`src/rtl/wb_write_queue.sv`:
```
// In-order writeback queue feeding the register-file write port, with
// youngest-first forwarding of pending writes to two read ports.
module wb_write_queue #(
    parameter  int DataWidth  = 32,
    parameter  int NumEntries = 31,
    parameter  int Depth      = 4,
    localparam int AddrWidth  = $clog2(NumEntries),
    localparam int CountWidth = $clog2(Depth) + 1
) (
    input  logic                  clk_i,
    input  logic                  reset_ni,
    input  logic                  in_valid_i,
    output logic                  in_ready_o,
    input  logic [AddrWidth-1:0]  in_addr_i,
    input  logic [DataWidth-1:0]  in_data_i,
    input  logic                  hold_i,
    output logic                  wr_valid_o,
    output logic [AddrWidth-1:0]  wr_addr_o,
    output logic [DataWidth-1:0]  wr_data_o,
    input  logic [AddrWidth-1:0]  rs1_addr_i,
    output logic                  fwd1_hit_o,
    output logic [DataWidth-1:0]  fwd1_data_o,
    input  logic [AddrWidth-1:0]  rs2_addr_i,
    output logic                  fwd2_hit_o,
    output logic [DataWidth-1:0]  fwd2_data_o,
    output logic [CountWidth-1:0] count_o
);

    localparam int PtrWidth = $clog2(Depth);

    logic [AddrWidth-1:0]  addr_q [Depth];
    logic [DataWidth-1:0]  data_q [Depth];
    logic [Depth-1:0]      valid_q;
    logic [PtrWidth-1:0]   head_q;
    logic [PtrWidth-1:0]   tail_q;
    logic [CountWidth-1:0] count_q;

    logic push;
    logic pop;

    // Writes to x0 complete the handshake but are never stored.
    assign in_ready_o = (count_q < CountWidth'(Depth));
    assign push       = in_valid_i && in_ready_o && (in_addr_i != '0);
    assign wr_valid_o = (count_q != '0) && !hold_i;
    assign pop        = wr_valid_o;
    assign count_o    = count_q;

    assign wr_addr_o = valid_q[head_q] ? addr_q[head_q] : '0;
    assign wr_data_o = valid_q[head_q] ? data_q[head_q] : '0;

    // NOTE: sequential state uses non-blocking assignments so every flop samples pre-edge values.
    always_ff @(posedge clk_i or negedge reset_ni) begin
        if (!reset_ni) begin
            head_q  <= '0;
            tail_q  <= '0;
            count_q <= '0;
            valid_q <= '0;
        end else begin
            if (push) begin
                tail_q          <= tail_q + 1'b1;
                valid_q[tail_q] <= 1'b1;
            end
            if (pop) begin
                head_q          <= head_q + 1'b1;
                valid_q[head_q] <= 1'b0;
            end
            case ({push, pop})
                2'b10:   count_q <= count_q + 1'b1;
                2'b01:   count_q <= count_q - 1'b1;
                default: count_q <= count_q;
            endcase
        end
    end

    // NOTE: payload storage has no reset; valid_q gates every read of it.
    always_ff @(posedge clk_i) begin
        if (push) begin
            addr_q[tail_q] <= in_addr_i;
            data_q[tail_q] <= in_data_i;
        end
    end

    // Walk oldest to youngest from the head so the last match is the youngest.
    // NOTE: every always_comb output gets a default first so no latch is inferred.
    always_comb begin
        logic [PtrWidth-1:0] idx;
        idx         = '0;
        fwd1_hit_o  = 1'b0;
        fwd1_data_o = '0;
        fwd2_hit_o  = 1'b0;
        fwd2_data_o = '0;
        for (int i = 0; i < Depth; i++) begin
            idx = head_q + PtrWidth'(i);
            if (valid_q[idx] && (rs1_addr_i != '0) && (addr_q[idx] == rs1_addr_i)) begin
                fwd1_hit_o  = 1'b1;
                fwd1_data_o = data_q[idx];
            end
            if (valid_q[idx] && (rs2_addr_i != '0) && (addr_q[idx] == rs2_addr_i)) begin
                fwd2_hit_o  = 1'b1;
                fwd2_data_o = data_q[idx];
            end
        end
    end

endmodule

```
`config.mk`:
```
export PLATFORM = sky130hd
export DESIGN_NAME = wb_write_queue
export DESIGN_NICKNAME = d
export VERILOG_FILES = /design/src/rtl/wb_write_queue.sv
export SDC_FILE = /design/constraint.sdc
export NUM_CORES = 1
export LEC_CHECK = 0
export ABC_AREA = 1
export CORE_AREA = 2 2 168 170
export CTS_BUF_LIST = sky130_fd_sc_hd__clkbuf_4
export CTS_CLUSTER_DIAMETER = 200
export DETAILED_ROUTE_END_ITERATION = 16
export DIE_AREA = 0 0 170 172
export GPL_ROUTABILITY_DRIVEN = 0
export PLACE_DENSITY = 0.67
export SLEW_MARGIN = 30
export SYNTH_ARGS = -nofsm -noshare
export SYNTH_HDL_FRONTEND = slang
export SYNTH_SLANG_ARGS = --single-unit
```
`constraint.sdc`:
```
create_clock -name clk_i -period 4.67 [get_ports clk_i]
set_input_delay 0.934 -clock clk_i [delete_from_list [all_inputs] [get_ports clk_i]]
set_output_delay 0.934 -clock clk_i [all_outputs]
set_load 0.01 [all_outputs]
```
==> results of run 1 <==
==> cell type report <==
type	count	area, sq um	share of cell area (%)
Clock inverter	13	126	0.845
Tap cell	346	433	2.90
Clock buffer	19	143	0.954
Multi-Input combinational cell	1286	6500	43.5
Antenna cell	1	2.50	0.0167
Sequential cell	159	4720	31.6
Inverter	114	442	2.95
Timing Repair Buffer	245	2580	17.2
==> placed cells by master (no fill, tap or decap), drive strengths merged <==
cell	synthesis	layout
nor2	265	265
a21oi	67	67
mux2i	100	100
clkinv	1	4
edfxtp	148	148
inv	113	122
or2	18	18
diode	0	1
nor3	1	1
dfrtp	11	11
o211ai	1	1
nand3b	3	3
clkbuf	25	22
xor2	8	8
o21a	6	6
o21ai	183	183
nand4	49	49
o2111ai	1	1
nand2	464	464
fa	1	1
bufinv	0	1
clkdlybuf4s50	0	145
xnor2	1	1
nand3	108	108
dlymetal6s2s	0	13
bufbuf	0	1
a31oi	1	1
ha	9	9
buf	81	83
==> through the flow <==
step           area, sq um  utilization (%)
2_1_floorplan        12200                -
3_3_place_gp         14300             51.9
3_5_place_dp         14300             51.9
4_1_cts              14700             53.4
5_1_grt              15000             54.4
6_report             15000             54.4
==> power by group through the flow <==
stage	combinational [mW]	clock, mW	sequential (mW)
6_report	8.25	0.837	1.90
5_1_grt	8.93	0.911	1.92
4_1_cts	7.92	0.845	1.90
3_5_place_dp	7.71	0	1.92
3_3_place_gp	7.61	0	1.91
2_1_floorplan	4.92	0	1.91
==> worst max-delay path: stages (launching register included) <==
cell and delay (ns):
dfrtp_4 0.55, inv_4 0.13, ha_4 0.25, buf_8 0.17
nand3_2 0.10, nand2_1 0.12, nand2_1 0.08, nand2_1 0.06
nor2_1 0.09, nand4_1 0.14, nor2_4 0.17, buf_4 0.17
clkbuf_16 0.16, nor2_1 0.06, a21oi_2 0.19, clkdlybuf4s50_1 0.57
==> per-layer routing <==
| layer | vias up | global-route usage (%) | share of wire (%) | routed length (um) |
|---|---|---|---|---|
| met5 | - | 0 | 0 | 0 |
| met3 | 101 | 4.35 | 8.1 | 3270 |
| met2 | 633 | 45.0 | 47 | 18900 |
| met4 | 0 | 11.5 | 3.2 | 1310 |
| met1 | 5671 | 35.9 | 42 | 17000 |
| li1 | 5856 | - | - | - |
==> timing repair <==
item	CTS	global route
setup endpoints to repair	48	66
hold buffers	0	0
resized for setup	17	35
setup buffers	5	9
endpoints found under the hold margin	0	0
gates cloned	1	3
pin swaps	2	1
==> state kept, by name (all words and copies together) (netlist names) <==
register  cells
addr_q       20
count_o       3
data_q      128
head_q        2
tail_q        2
valid_q       4
==> cell families after synthesis <==
family | Yosys count | share of synthesized area [%]
adder cells (fa/ha/maj) | 10 | 1.08
XOR/XNOR | 9 | 0.644
flip-flops | 159 | 38.6
AND/OR/NAND/NOR | 908 | 31.6
AO/OA/AOI/OAI | 259 | 10.8
multiplexers | 100 | 8.18
buffers and inverters | 220 | 9.10
==> worst min path at each step <==
stage               startpoint         end  slack [ns]  cells after the start
floorplan           valid_q[0]  valid_q[0]        0.52                      2
global placement    count_o[0]  count_o[0]        0.50                      1
detailed placement  count_o[0]  count_o[0]        0.50                      1
CTS                 count_o[0]  count_o[0]        0.52                      1
global route        count_o[0]  count_o[0]        0.53                      1
finish              count_o[0]  count_o[0]        0.51                      1
==> results.md, run 1 <==
- In the synthesized netlist the dominant register cell turns out to be edfxtp_1.
- The static leakage is roughly 6.7 nW.
- The share of total power dissipated in sequential elements is between 15 and 20%.
- The number of instances in the synthesized netlist is 1665.
- The sequential-to-total area share from yosys stat is 38.6%.
- The fraction of power spent switching nets is 53.0%.
- The worst setup path is launched from a register.
- The number of antenna-violating nets in the routed design is 0.
- In this run the deepest clock path goes through 2 buffers.
- The final setup slack of the worst path is 0.108 ns.
- The net switching power is between 5 and 6 mW.
- For the worst setup path, the data arrival time is 3.63 ns.
- The most frequently used cell type in the post-synthesis netlist is nand2_1.
- In this run the cell area of the synthesized design comes to 0.0122 sq mm.
- The number of warnings reported in the yosys synthesis log is 0.
- The end point of the critical path is fwd2_data_o[13].
- IR analysis of the VDD net gives a maximum drop of 0.391 mV.
- The first global-routing pass estimated 61200 um of wire.
- The number of clock sinks is 159.
- The synthesized design contains 148 enable-type register cells.
- The clock latency at the later pin of the worst-skew pair is between 0.5 and 0.6 ns.
- On the final layout, the worst clock skew is about 0.029 ns.
- The setup slack at placement is 0.196 ns.
- The root buffer cell chosen for the clock tree is clkbuf_4.
- Per report_power, the clock group accounts for under 10% of the total.
- The most critical setup path has its startpoint at head_q[0].
- From bottom edge to top edge, the die measures ~170 um.
- Synthesis produced a netlist with a net count of 1726.
- The post-synthesis cell type with the largest combined area is edfxtp_1.
- The number of endpoints with negative hold slack in the final report is 0.
- The sort of element at the end of the critical path is an output pin.
- The initial standard-cell utilization of the core is 44.5%.
- The first-pass iteration count of the detailed router is 6.
- Yosys attributes the largest share of cell area to edfxtp_1 (36%), nand2_1 (14%), mux2i_1 (8.2%), nor2_1 (7.7%), o21ai_0 (6.7%).
- Ranked by instance count, the synthesized netlist is headed by nand2_1 (458), nor2_1 (252), o21ai_0 (165).
- The top cell type by area accounts for between 30% and 40% of the synthesized area.
- The area of the core region is 0.0275 sq mm.
- The share of synthesized flip-flops with an asynchronous set or reset is 6.92%.
- The endpoint identified for the worst register-to-register timing path is data_q[3][30].
- The aggregate global routing overflow is 0.
- In this run the critical register-to-register path is launched from count_o[2].
- For this run, design rule violations remaining after detail routing come to 0.
- The number of buffers added by the clock tree synthesis step is 17.
- The count of distinct cell types in the synthesized netlist is 37.
- The cell count after placement is 2132.
- The combinational group share of total power is 75.1%.
- The internal portion of the total power is 5.16 mW.
- The net count of the finished layout is 1884.
- Timing would allow up to roughly 220 MHz.
- The largest fanout on the critical path is 18.
- The via density per instance is 5.62.
- The initial antenna violation count was 1.
- The initialized floorplan defines 61 standard-cell rows.
- The synthesis-to-finish area growth is 22.2%.
- The run finished with clean final reports.
- Excluding fillers, the count of instances in the completed layout stands at ~2.2k.
- The detailed-route wire length per cell is 18.5 um.
- The cell depth of the worst flop-to-flop path is 4.
- The min-delay analysis places its worst path in the category register to register.
- The endpoint required time on the critical path is roughly 3.7 ns.
- The all-layer global routing usage is 27.3%.
- The post-route worst hold slack is 0.515 ns.
- In this run the tightest slew margin relative to its limit is 59.5%.
- The synthesized area per cell is 7.35 sq um.
- In the final layout, the share of cells above drive strength 1 is 10.3%.
- The clock edge transition at the registers on the reported setup and hold paths is 0.15 ns.
- The power density normalized to cell area is 735 mW/mm^2.
- Wires add up to 40500 um.
- The total number of vias is 12.3k.
- The TritonCTS clock tree is yes.
- For the pin with the worst max-slew slack, the measured transition is 0.601 ns.
- The max-cap violation count is 0.
- The total power is 11.0 mW.
- Port buffering added about 160 buffers.
- The routed design could run at a clock period as short as roughly 4.6 ns.
- Synthesis inferred around 160 register bits.
- The pin count of the biggest net entering global routing is 68.
- Counting the fill cells in the layout gives 2554.
- The number of pins with negative max-slew slack in the final report is 0.
- The width of the die is 170 um.
- The floorplan step defined a die boundary enclosing a little under 0.03 sq mm.
- The total number of H-tree levels is 4.
- The setup violation total in the final timing report is 0.
- The I/O pin count is between 150 and 200.
- The via count of the first global-routing pass is 11.5k.
- The number of DRC markers after the initial detailed-route iteration is 1365.
- The startpoint-to-endpoint class of the critical path is register to output pin.
- The portion of the clock cycle consumed by the worst path in the final layout is 97.7%.
- The total negative slack for setup checks is 0 ns.
- The estimated wirelength of the detail-placed design is between 20000 and 30000 um.
- The worst register-to-register path has a setup slack of 2.39 ns.
No activity file was read; power rests on OpenSTA's default activity.
==> run 2: changes to the inputs <==
--- a/config.mk
+++ b/config.mk
@@ -13,6 +13,7 @@
 export DIE_AREA = 0 0 170 172
 export GPL_ROUTABILITY_DRIVEN = 0
 export PLACE_DENSITY = 0.67
+export REMOVE_ABC_BUFFERS = 1
 export SLEW_MARGIN = 30
 export SYNTH_ARGS = -nofsm -noshare
 export SYNTH_HDL_FRONTEND = slang
==> run 2 against run 1 <==
  * Final cell count fell by 1.2%
  * Clock power rose by 9.9%
  * Worst setup slack improved by 0.011 ns
  * Combinational power fell by 4.1%
  * First-iteration DRC count fell by 14%
  * Hold slack got worse by 0.0082 ns
  * Register-to-register slack improved by 0.06 ns
  * Fmax rose by 0.24%
  * Via count fell by 1.9%
==> results.md, run 2 (same netlist as run 1, synthesis figures left out) <==
- The via density per instance came to 5.58 (was 5.62).
- The static leakage is 6.39 nW (was 6.74 nW).
- The via count of the first global-routing pass is 10.9k (was 11.5k).
- The number of buffers added by the clock tree synthesis step is 17 (unchanged).
- The kind of start point of the critical path is a register (unchanged).
- The pin count of the biggest net entering global routing came to 114 (was 68).
- The total power is 10.7 mW (was 11.0 mW).
- The number of endpoints with negative hold slack in the final report is 0 (unchanged).
- The endpoint required time on the critical path is 3.74 ns (about the same).
- The setup violation total in the final timing report is 0 (unchanged).
- Registers with the highest flip-flop counts: data_q: 128 flops, addr_q: 20 flops, valid_q: 4 flops (unchanged).
- The first-pass iteration count of the detailed router is 8 (was 6).
- The number of antenna-violating nets in the routed design is 0 (unchanged).
- The total number of H-tree levels is 4 (unchanged).
- The aggregate global routing overflow was 0 (unchanged).
- The post-route DRC violation count is 0 (unchanged).
- The clock latency at the later pin of the worst-skew pair is 0.56 ns (was 0.59 ns).
- The number of DRC markers after the initial detailed-route iteration is 1171 (was 1365).
- The maximum root-to-sink buffer count was 2 (unchanged).
- The sort of element at the end of the critical path was an output pin (unchanged).
- The internal power contribution is 5.09 mW (was 5.16 mW).
- The worst hold path class is register to register (unchanged).
- The number of pins with negative max-slew slack in the final report came to 0 (unchanged).
- The number of clock sinks is 159 (unchanged).
- The initial antenna violation count was 1 (unchanged).
- The data arrival time of the critical path is 3.62 ns (was 3.63 ns).
- The commonest non-fill, non-tap cell in the layout is nand2_1 (unchanged).
- The combinational group share of total power is 73.8% (was 75.1%).
- The synthesis-to-finish area growth is 20.2% (was 22.2%).
- The number of flip-flops in the largest register is 128 (unchanged).
- The end point of the critical path is fwd2_data_o[21] (was fwd2_data_o[13]).
- The cell count after placement is 2116 (was 2132).
- The register containing the most flip-flops in the final layout is data_q (unchanged).
- The number of I/O port buffers came to 158 (unchanged).
- The area of the core region is 0.0275 sq mm (unchanged).
- The total negative slack for setup checks was 0 ns (unchanged).
- The TritonCTS clock tree is yes (unchanged).
- The worst relative slew slack is 57.0% (was 59.5%).
- The startpoint of the most critical register-to-register path is count_o[2] (unchanged).
- The fraction of power spent switching nets came to 52.6% (was 53.0%).
- The net switching power is 5.64 mW (was 5.83 mW).
- The achievable clock frequency came to 220 MHz (was 219 MHz).
- The portion of the clock cycle consumed by the worst path in the final layout is 97.4% (was 97.7%).
- The largest fanout on the critical path is 12 (was 18).
- The final-stage net count is 1857 (was 1884).
- The worst-case register-to-register setup slack is 2.45 ns (was 2.39 ns).
- The initial standard-cell utilization of the core was 44.5% (unchanged).
- The die boundary height is 172 um (unchanged).
- The all-layer global routing usage is 25.3% (was 27.3%).
- Top library cells by usage in the layout, fill and taps aside: nand2_1 (457), nor2_1 (247), o21ai_0 (164), clkdlybuf4s50_1 (155), edfxtp_1 (148) (was nand2_1 (458), nor2_1 (247), o21ai_0 (165), edfxtp_1 (148), clkdlybuf4s50_1 (145)).
- Setup repair after global routing could not meet its margin everywhere.
- The I/O pin count was 159 (unchanged).
- Outcome: finished clean (unchanged).
- The max-cap violation count came to 0 (unchanged).
- The detailed-route wire length per cell is 17.6 um (was 18.5 um).
- The cell depth of the worst flop-to-flop path is 4 (unchanged).
- The maximum resistive drop on vdd came to 0.473 mV (was 0.391 mV).
- The final setup slack of the worst path is 0.119 ns (was 0.108 ns).
- The global-route wire length before repair is 57600 um (was 61200 um).
- The clock network fraction of total power was 8.6% (was 7.6%).
- The endpoint of the most critical register-to-register path is data_q[2][8] (was data_q[3][30]).
- The worst clock skew on the final layout is 0.0177 ns (was 0.0288 ns).
- The estimated wirelength of the detail-placed design was 25200 um (was 27000 um).
- The clock root buffer is clkbuf_4 (unchanged).
- The setup slack at placement is 0.138 ns (was 0.196 ns).
- The total number of vias was 12.0k (was 12.3k).
- The critical path startpoint was head_q[0] (unchanged).
- The startpoint-to-endpoint class of the critical path is register to output pin (unchanged).
- The die area was 0.0292 sq mm (unchanged).
- The count of standard-cell rows came to 61 (unchanged).
- The power share of the sequential group is 17.6% (was 17.3%).
- The layout cell share with drive strength beyond 1 was 8.68% (was 10.3%).
- The clock edge transition at the registers on the reported setup and hold paths was 0.14 ns (was 0.15 ns).
- The power density normalized to cell area came to 729 mW/mm^2 (was 735 mW/mm^2).
- The final critical delay including setup and external delays came to 4.55 ns (was 4.56 ns).
- The width of the die is 170 um (unchanged).
- The number of non-filler instances in the completed layout is 2156 (was 2183).
- The routed wire length is 38000 um (was 40500 um).
- The transition at the pin with the smallest max-transition slack is 0.644 ns (was 0.601 ns).
[run 2: changes by cell type in the layout (fill, tap and decap cells not counted), sizes merged]
cell | previous run | this run
bufinv | 1 | 3
buf | 83 | 57
clkbuf | 22 | 18
clkinv | 4 | 7
dlymetal6s2s | 13 | 3
bufbuf | 1 | 0
nand3 | 108 | 110
inv | 122 | 117
clkdlybuf4s50 | 145 | 155
clkinvlp | 0 | 2
[run 2: through the flow]
stage | area (sq um) | hold WS (ns) | util [%]
floorplan | 11600 | 0.518 | -
global placement | 14200 | 0.489 | 51.6
detailed placement | 14200 | 0.490 | 51.6
CTS | 14500 | 0.512 | 52.9
global route | 14700 | 0.521 | 53.5
finish | 14700 | 0.507 | 53.5
[run 2: how the worst min path moves through the flow]
stage / from / to / slack, ns / depth (start not counted)
2_1_floorplan: valid_q[0] / valid_q[0] / 0.52 / 2
3_3_place_gp: count_o[0] / count_o[0] / 0.49 / 1
3_5_place_dp: count_o[0] / count_o[0] / 0.49 / 1
4_1_cts: count_o[0] / count_o[0] / 0.51 / 1
5_1_grt: count_o[0] / count_o[0] / 0.52 / 1
6_report: count_o[0] / count_o[0] / 0.51 / 1
[run 2: area by class of cell]
cell class                      instances  area, sq um
Antenna cell                            1         2.50
Clock buffer                           18          135
Clock inverter                         14          183
Fill cell                            2565        12800
Inverter                              114          444
Multi-Input combinational cell       1288         6500
Sequential cell                       159         4720
Tap cell                              346          433
Timing Repair Buffer                  215         2270
Timing Repair inverter                  1         8.76
[run 2: metal layers]
metal | routed length (um) | up-vias | track usage (%)
met2 | 18000 | 546 | 42.9
met4 | 1020 | 0 | 8.58
li1 | - | 5820 | -
met1 | 16200 | 5576 | 33.7
met3 | 2740 | 81 | 3.11
met5 | 0 | - | 0
[run 2: worst max-delay path: stages, from the launching register on]
cell             delay (ns)
dfrtp_4                0.52
inv_2                  0.12
ha_4                   0.26
buf_6                  0.17
nand3_1                0.09
nand2_1                0.13
nand2_1                0.09
nand2_1                0.05
inv_1                  0.05
nand4_1                0.15
nor2_4                 0.19
buf_4                  0.24
nor2_1                 0.07
a21oi_1                0.32
clkdlybuf4s50_1        0.61
[run 2: timing repair]
action                     CTS  global route
gates resized for setup     10            29
setup endpoints to repair   64            64
cloned                       0             3
pin swaps                    0             3
buffers inserted             0             4
hold buffers                 0             0
[run 2: power groups by stage]
stage	Clock (mW)	Sequential (mW)	Combinational [mW]
final	0.920	1.89	7.91
after global routing	0.998	1.91	8.61
after CTS	0.942	1.89	7.59
after detailed placement	0	1.92	7.51
after global placement	0	1.91	7.41
after floorplan	0	2.19	4.43
